==> config.mk <==
export PLATFORM = sky130hd
export DESIGN_NAME = in_unit
export DESIGN_NICKNAME = d
export VERILOG_FILES = /design/src/rtl/in_unit.sv
export SDC_FILE = /design/constraint.sdc
export NUM_CORES = 1
export LEC_CHECK = 0
export BUFFER_PORTS_ARGS = -buffer_cell sky130_fd_sc_hd__buf_2
export CORE_ASPECT_RATIO = 1.5
export CORE_UTILIZATION = 30
export DETAILED_ROUTE_END_ITERATION = 8
export PLACE_DENSITY = 0.47
export SETUP_SLACK_MARGIN = 0.15
export SKIP_LAST_GASP = 1
export SLEW_MARGIN = 20
export SYNTH_ARGS = -nofsm -noshare
export SYNTH_HDL_FRONTEND = slang
export SYNTH_SLANG_ARGS = --single-unit
==> constraint.sdc <==
create_clock -name clk -period 2.1 [get_ports clk]
set_input_delay 0.21 -clock clk [delete_from_list [all_inputs] [get_ports clk]]
set_output_delay 0.21 -clock clk [all_outputs]
set_load 0.01 [all_outputs]
==> src/rtl/in_unit.sv <==
// MIX input unit: receives 8N1 characters, packs 6-bit bytes into 30-bit words, stores a block.
// Store follows the 5th byte by one cycle; stop follows the final store by one cycle.
module in_unit #(
  parameter int CLKS_PER_BIT = 104,
  parameter int WORDS        = 3
) (
  input  logic        clk,
  input  logic        reset,
  input  logic        start,
  input  logic [11:0] addressin,
  input  logic        rx,
  output logic [11:0] addressout,
  output logic [29:0] out,
  output logic        store,
  output logic        busy,
  output logic        stop,
  output logic        frame_err
);

  localparam int TW = (CLKS_PER_BIT > 2) ? $clog2(CLKS_PER_BIT) : 1;
  localparam logic [TW-1:0] FULL_TICK = TW'(CLKS_PER_BIT - 1);
  localparam logic [TW-1:0] HALF_TICK = TW'(CLKS_PER_BIT / 2 - 1);
  localparam logic [3:0]    LAST_IDX  = 4'(WORDS - 1);

  typedef enum logic [1:0] {IDLE, START, DATA, STOP} rx_state_t;

  logic            rx_meta, rx_sync;
  rx_state_t       state;
  logic [TW-1:0]   timer;
  logic [2:0]      bit_idx;
  logic [7:0]      shreg;
  logic            stop_tick, byte_valid, frame_bad;
  logic [5:0]      rx_byte;

  logic [11:0]     base;
  logic [3:0]      idx;
  logic [2:0]      cnt;
  logic [29:0]     word_sh;
  logic            final_word;

  always_ff @(posedge clk) begin
    if (reset) begin
      rx_meta <= 1'b1;
      rx_sync <= 1'b1;
    end else begin
      rx_meta <= rx;
      rx_sync <= rx_meta;
    end
  end

  // Stop-bit sample produces the byte strobe in the same cycle.
  assign stop_tick  = (state == STOP) && (timer == FULL_TICK);
  assign byte_valid = stop_tick && rx_sync;
  assign frame_bad  = stop_tick && !rx_sync;
  assign rx_byte    = shreg[5:0];

  always_ff @(posedge clk) begin
    if (reset) begin
      state   <= IDLE;
      timer   <= '0;
      bit_idx <= '0;
      shreg   <= '0;
    end else begin
      case (state)
        IDLE: begin
          timer   <= '0;
          bit_idx <= '0;
          if (!rx_sync) state <= START;
        end
        START: begin
          if (timer == HALF_TICK) begin
            timer <= '0;
            state <= rx_sync ? IDLE : DATA;
          end else begin
            timer <= timer + 1'b1;
          end
        end
        DATA: begin
          if (timer == FULL_TICK) begin
            timer   <= '0;
            shreg   <= {rx_sync, shreg[7:1]};
            bit_idx <= bit_idx + 1'b1;
            if (bit_idx == 3'd7) state <= STOP;
          end else begin
            timer <= timer + 1'b1;
          end
        end
        STOP: begin
          if (timer == FULL_TICK) begin
            timer <= '0;
            state <= IDLE;
          end else begin
            timer <= timer + 1'b1;
          end
        end
        default: state <= IDLE;
      endcase
    end
  end

  always_ff @(posedge clk) begin
    if (reset) begin
      base       <= '0;
      idx        <= '0;
      cnt        <= '0;
      word_sh    <= '0;
      final_word <= 1'b0;
      busy       <= 1'b0;
      store      <= 1'b0;
      stop       <= 1'b0;
      frame_err  <= 1'b0;
      out        <= '0;
      addressout <= '0;
    end else begin
      store <= 1'b0;
      stop  <= 1'b0;
      if (start && !busy) begin
        base      <= addressin;
        idx       <= '0;
        cnt       <= '0;
        word_sh   <= '0;
        frame_err <= 1'b0;
        busy      <= 1'b1;
      end else if (byte_valid && busy) begin
        word_sh <= {word_sh[23:0], rx_byte};
        if (cnt == 3'd4) begin
          store      <= 1'b1;
          out        <= {word_sh[23:0], rx_byte};
          addressout <= base + {8'd0, idx};
          cnt        <= '0;
          idx        <= idx + 1'b1;
          final_word <= (idx == LAST_IDX);
        end else begin
          cnt <= cnt + 1'b1;
        end
      end
      // Completion: busy drops in the same cycle stop is raised.
      if (store && final_word) begin
        stop <= 1'b1;
        busy <= 1'b0;
      end
      if (frame_bad) frame_err <= 1'b1;
    end
  end

endmodule
==> summary.md, run 1 <==
| Metric | Value |
|---|---|
| Total vias in the final route | `3820` |
| Via density | `4.72` |
| Filler cell count | `about 1600` |
| Top FF cell, synth | `dfxtp_1` |
| Area after DPL | `between 5000 and 6000 sq um` |
| DRC | `0` |
| HPWL Detailed | `slightly above 7000 um` |
| Core Area | `about 15000 sq um` |
| Synth Net Count | `570` |
| Worst R2R Start | `cnt[1]$_SDFFE_PP0N_` |
| Ys async rst share | `0%` |
| Antenna diode count | `0` |
| H-tree levels | `3` |
| P_sw | `roughly 840 uW` |
| Cts bufs inserted | `9` |
| Busiest grt layer | `met2` |
| I/O pins | `62` |
| Max-Cap Viols | `0` |
| Fin crit period | `around 1900 ps` |
| CP max FO | `6` |
| Worst-path cell chain | `inv_2 > ha_4 > nand4_1 > or4_4 > or3_1 > a21oi_1` |
| Layout cells sized above 1 | `19.9%` |
| Clock latency on the worst-skew pair | `~340 ps` |
| Final hold viol count | `0` |
| Largest net degree at the start of global routing | `54` |
| Commonest non-fill, non-tap cells in the layout | `164 x nand2_1, 109 x dfxtp_1, 90 x a21oi_1, 61 x buf_2, 22 x buf_4` |
| Synthesized area | `around 4400 sq um` |
| Final net count | `about 640` |
| Met1 GRT Util | `16.3%` |
| Worst hold start | `rx` |
| Crit path max-delay family | `simple AND/OR/NAND/NOR gates` |
| Post-synthesis cell type count | `45` |
| Design area | `5480 sq um` |
| Slowest-stage cell, CP | `or4_4` |
| Synth Instances | `between 500 and 600` |
| CTS root buffer | `clkbuf_16` |
| Hold Path Stages | `2` |
| Outcome | `completed` |
| Combinational group share of total power | `under 10%` |
| Critical Path Source Type | `register` |
| Wire per inst | `approximately 13 um` |
| CTS tree | `built` |
| Buf/Inv on CP | `1` |
| PwrDens | `between 700 and 800 nW/um^2` |
| Sequential-to-total area share from yosys stat | `~50%` |
| Setup TNS | `0 ps` |
| P&R area growth vs syn | `23.2%` |
| Starting DRC count in detailed routing | `around 140` |
| Synthesis-stage register bit count | `about 110` |
| Clk sink count | `between 100 and 150` |
| Clock network power share | `41.5%` |
| Vias in the first global route | `approximately 3600` |
| Gpl congestion | `0.742` |
| Worst hold path class | `in -> reg` |
| Placed insts | `slightly below 800` |
| Number of port buffers | `61` |
| Min Hold Slack | `~53 ps` |
| Post-CTS Hold Fix Bufs | `0` |
| Clk pin slew, worst setup/hold paths | `roughly 70 ps` |
| Die area | `about 15000 sq um` |
| Mean Syn Cell Area | `about 8.2 sq um` |
| CP peak stage delay | `620 ps` |
| Post-DRT Antenna Nets | `0` |
| Register-to-register setup slack | `220 ps` |
| Setup violations, final | `0` |
| Unrepaired setup endpoints after global routing | `no` |
| Switching Fraction | `between 20% and 30%` |
| Met3 Resource Use GR | `2.86%` |
| Antenna violations before repair | `0` |
| Die H | `around 150 um` |
| First-pass GRT wire length | `roughly 17000 um` |
| CP Class | `reg -> reg` |
| Num rows | `between 50 and 60` |
| Slew Limit Fails | `0` |
| Yosys warns | `0` |
| PnR Total Power | `slightly below 4000 uW` |
| R2r worst-path depth | `6` |
| Peak Freq | `about 530 MHz` |
| Initial Util | `between 30% and 40%` |
| P_int | `around 3000 uW` |
| Post-synth EDFFs | `0` |
| Crit. End Element | `register` |
| TritonRoute pass-1 iters | `4` |
| LEAKAGE | `between 0.002 and 0.0025 uW` |
| Commonest non-fill, non-tap cell in the layout | `nand2_1` |
| Remaining global-route overflow | `0` |
| Maximum vdd drop | `486 uV` |
| Hold Path End | `rx_meta$_SDFF_PP1_` |
| Clock Path Buffers | `2` |
| Worst slew pin tran | `549 ps` |
| Overall routing resource usage | `14.4%` |
| CP required | `~2400 ps` |
| Slew margin rel. | `a little over three fifths` |
| Final wirelength | `about 11000 um` |
| Clock skew | `between 7 and 8 ps` |
| Sequential power share | `a little under three fifths` |
| Critical Path AT | `2150 ps` |
| GR Layer Usage met2 | `approximately a quarter` |
| Chip width | `roughly 100 um` |
| Reg2reg end | `idx[3]$_SDFFE_PP0P_` |
| Final non-filler cell total | `a little over 800` |
| Tcrit/Tclk final | `about nine tenths` |
## Yosys cell counts (3+ instances only)
cell,number,area (sq um)
nand4_1,3,18.8
nand2b_1,6,37.5
or3_1,5,31.3
a211oi_1,8,60.1
nor4bb_1,3,30.0
nand2_1,164,616
clkbuf_1,31,116
xnor2_1,7,61.3
a21oi_1,91,455
ha_1,11,138
inv_1,7,26.3
o21ai_0,6,30.0
nor3_1,8,40.0
xor2_1,4,35.0
and4_1,4,35.0
dfxtp_1,112,2240
nand3_1,16,80.1
nor2_1,17,63.8
o21bai_1,5,37.5
## metal layers
layer	wire [um]	vias up
met1	4780	1803
met5	0	-
met4	154	0
met3	247	9
li1	-	1958
met2	5580	50
## per-stage QoR
stage                     setup WS, ps  util [%]
after detailed placement          83.2      35.0
after global placement             150      35.0
after global routing               107      37.7
after floorplan                    199         -
final                              223      37.7
after CTS                          171      36.9
## kinds of logic (layout without fill, tap and decap cells)
logic type,count (synthesis),count (layout),synth area share [%]
and+or+nand+nor,243,243,24.9
AOI/OAI and AO/OA,122,122,15.1
DFF,112,112,50.4
buffers and inverters,40,112,3.43
adders and majority gates,12,12,3.55
xor gates and xnor gates,11,11,2.17
muxes,2,2,0.450
## worst max path at each step
stage	from	end	slack [ps]	cells past startpoint
finish	cnt[1]$_SDFFE_PP0N_	idx[3]$_SDFFE_PP0P_	220	6
floorplan	timer[0]$_SDFF_PP0_	idx[3]$_SDFFE_PP0P_	200	6
global placement	cnt[0]$_SDFFE_PP0N_	idx[2]$_SDFFE_PP0P_	150	7
detailed placement	timer[0]$_SDFF_PP0_	addressout[3]$_SDFFE_PP0P_	80	5
CTS	idx[0]$_SDFFE_PP0P_	addressout[8]$_SDFFE_PP0P_	170	7
global route	timer[5]$_SDFF_PP0_	store$_SDFF_PP0_	110	4
## sequential cells by signal (all words and copies together) (netlist names), named ones only
name,count
addressout,12
state,1
idx,4
busy,1
rx_sync,1
cnt,3
stop,1
bit_idx,3
timer,7
final_word,1
shreg,8
word_sh,24
base,12
frame_err,1
out,30
rx_meta,1
store,1
## cell type report
class                   instances  area (sq um)  share of cell area, %
repair buffers                 89           573                   10.5
well taps                     196           245                   4.48
multi-input cells             390          2110                   38.5
inverters                       7          26.3                  0.480
clock inverters                 2          13.8                  0.251
clock buffers                  14           264                   4.82
flip-flops and latches        112          2250                   41.0
## power by group through the flow
stage | Sequential, uW | Combinational (uW) | Clock, uW
floorplan | 2200 | 77.3 | 0
global placement | 2210 | 127 | 0
detailed placement | 2210 | 129 | 0
CTS | 2160 | 129 | 1670
global route | 2160 | 143 | 1760
finish | 2160 | 126 | 1620
## timing repair
action	4_1_cts	5_1_grt
cloned	0	2
resized for setup	2	21
endpoints found under the setup margin	30	66
pin swaps	0	6
buffers inserted	0	3
Note: power is estimated with default switching activity, not from simulation.
==> run 2: changes to the inputs <==
- CELL_PAD_IN_SITES_DETAIL_PLACEMENT: default -> 0
- CELL_PAD_IN_SITES_GLOBAL_PLACEMENT: default -> 1
- PLACE_DENSITY: 0.47 -> 0.59
==> run 2 against run 1 <==
- register-to-register slack about the same
- clock-buffer cell count down 5
- worst setup slack better by 7.2 ps
- die area stayed put
- clock skew rose by 2.0 ps
- worst hold slack worse by 5.5 ps
- largest cell class unchanged
==> summary.md, run 2 (synthesis gave the netlist of run 1 again) <==
| Metric | Value |
|---|---|
| DRC | `0 (unchanged)` |
| Final hold viol count | `0 (unchanged)` |
| Clock latency on the worst-skew pair | `350 ps (about the same)` |
| Maximum vdd drop | `300 uV (-38%)` |
| Slew margin rel. | `63.3% (about the same)` |
| Design area | `5390 sq um (-1.7%)` |
| CTS root buffer | `clkbuf_16` |
| Peak Freq | `535 MHz (+0.38%)` |
| Post-DRT Antenna Nets | `0 (unchanged)` |
| Max reg flops | `30 (unchanged)` |
| Clk sink count | `112 (unchanged)` |
| Overall routing resource usage | `14.3% (-0.11 points)` |
| Number of port buffers | `61 (unchanged)` |
| First-pass GRT wire length | `17100 um (-0.65%)` |
| TritonRoute pass-1 iters | `4 (unchanged)` |
| Remaining global-route overflow | `0 (unchanged)` |
| Largest net degree at the start of global routing | `54 (unchanged)` |
| Cts bufs inserted | `9 (unchanged)` |
| Layout cells sized above 1 | `18.0% (-1.8 points)` |
| Place WS | `119 ps (+36.3 ps)` |
| Core Area | `14500 sq um (unchanged)` |
| Die H | `151 um (unchanged)` |
| Largest Register | `out` |
| Commonest non-fill, non-tap cell in the layout | `nand2_1` |
| Clk pin slew, worst setup/hold paths | `70 ps (about the same)` |
| Register-to-register setup slack | `230 ps (about the same)` |
| Final WS setup | `230 ps (+7.15 ps)` |
| Critical Path Source Type | `register` |
| Total vias in the final route | `3725 (-2.5%)` |
| Fin crit period | `1870 ps (-7.15 ps)` |
| Die area | `15300 sq um (unchanged)` |
| Register area | `2240 sq um (about the same)` |
| Filler cell count | `1538 (-1.2%)` |
| CP max FO | `15 (+9)` |
| LEAKAGE | `0.00199 uW (-3.2%)` |
| Wire per inst | `12.8 um (-3.3%)` |
| Unrepaired setup endpoints after global routing | `yes` |
| Outcome | `completed` |
| Final wirelength | `10300 um (-4.5%)` |
| Crit. End Element | `register` |
| Vias in the first global route | `3447 (-5.1%)` |
| Post-CTS Hold Fix Bufs | `0 (unchanged)` |
| Clock Path Buffers | `2 (unchanged)` |
| Worst hold path class | `in -> reg` |
| Multi-input gate area | `2090 sq um (-0.95%)` |
| H-tree levels | `3 (unchanged)` |
| Max-Cap Viols | `0 (unchanged)` |
| I/O pins | `62 (unchanged)` |
| Setup TNS | `0 ps (unchanged)` |
| CP Class | `reg -> reg` |
| HPWL Detailed | `7030 um (-3.4%)` |
| Tcrit/Tclk final | `89.1% (-0.34 points)` |
| Slew Limit Fails | `0 (unchanged)` |
| Chip width | `101 um (unchanged)` |
| Antenna diode count | `0 (unchanged)` |
| P&R area growth vs syn | `21.1%` |
| Critical Path AT | `2100 ps (-50 ps)` |
| Final net count | `627 (-1.6%)` |
| Clock skew | `9.48 ps (+1.96 ps)` |
| Commonest non-fill, non-tap cells in the layout | `164 x nand2_1, 110 x dfxtp_1, 91 x a21oi_1, 61 x buf_2, 17 x nor2_1` |
| Num rows | `54 (unchanged)` |
| Largest registers | `out: 30 flops, word_sh: 24 flops` |
| CTS tree | `built` |
| CP required | `2330 ps (-50 ps)` |
| Worst slew pin tran | `545 ps (-4.07 ps)` |
| PwrDens | `749 nW/um^2 (+5.2%)` |
| Setup violations, final | `0 (unchanged)` |
| Starting DRC count in detailed routing | `211 (+54%)` |
| Via density | `4.66 (-1.3%)` |
| Gpl congestion | `0.775 (+4.4%)` |
| Area after DPL | `5040 sq um (-0.74%)` |
| Antenna violations before repair | `0 (unchanged)` |
| Initial Util | `30.6% (unchanged)` |
run 2: changes by cell type in the layout (fill, tap and decap cells not counted), sizes merged:
cell	delta
inv	+2
clkinvlp	+4
buf	-9
clkbuf	-6
bufinv	+1
clkinv	-2
run 2: final timing paths:
kind | startpoint | endpoint | depth (start not counted)
setup reg to reg | timer[1]$_SDFF_PP0_ | addressout[9]$_SDFFE_PP0P_ | 6
hold reg to reg | rx_meta$_SDFF_PP1_ | rx_sync$_SDFF_PP1_ | 1
hold / removal | rx | rx_meta$_SDFF_PP1_ | 2
setup / recovery | timer[1]$_SDFF_PP0_ | addressout[9]$_SDFFE_PP0P_ | 6
run 2: timing repair:
item                                    CTS  global route
buffers inserted                          0             0
gates resized for setup                   2             9
endpoints found under the setup margin    6            29
pin swaps                                 0             2
run 2: report_power, final:
part	total, uW	internal (uW)	leakage, uW	switching (uW)
Combinational	120	43.8	0.000952	76.5
Sequential	2160	2140	0.000906	17.8
Clock	1760	939	0.000136	819
run 2: per-stage QoR:
step,power [uW],hold slack [ps],utilization (%),cells
after floorplan,2280,314,-,542
after global placement,2330,397,34.7,784
after detailed placement,2330,397,34.7,784
after CTS,4100,33.1,36.9,800
after global routing,4210,35.2,37.1,800
final,4040,47.3,37.1,800
run 2: cell type report:
cell class              instances  share of cell area (%)
flip-flops and latches        112                    41.7
well taps                     196                    4.55
inverters                       7                   0.488
clock inverters                 7                    1.49
multi-input cells             390                    38.8
clock buffers                   9                    4.18
repair buffers                 79                    8.78
run 2: critical path, cell delays in order (launching register included):
cell	delay, ps
dfxtp_1	340
ha_2	210
nand4b_4	140
or4_4	600
buf_6	180
a211oi_1	220
nor3_1	70
run 2: per-layer routing:
metal / global-route usage [%] / up-vias / part of all wire (%)
met5: 0 / - / 0
met4: 5.07 / 0 / 1.2
met3: 2.63 / 7 / 2.7
met2: 24.5 / 52 / 51
met1: 17.8 / 1721 / 45
li1: - / 1945 / -
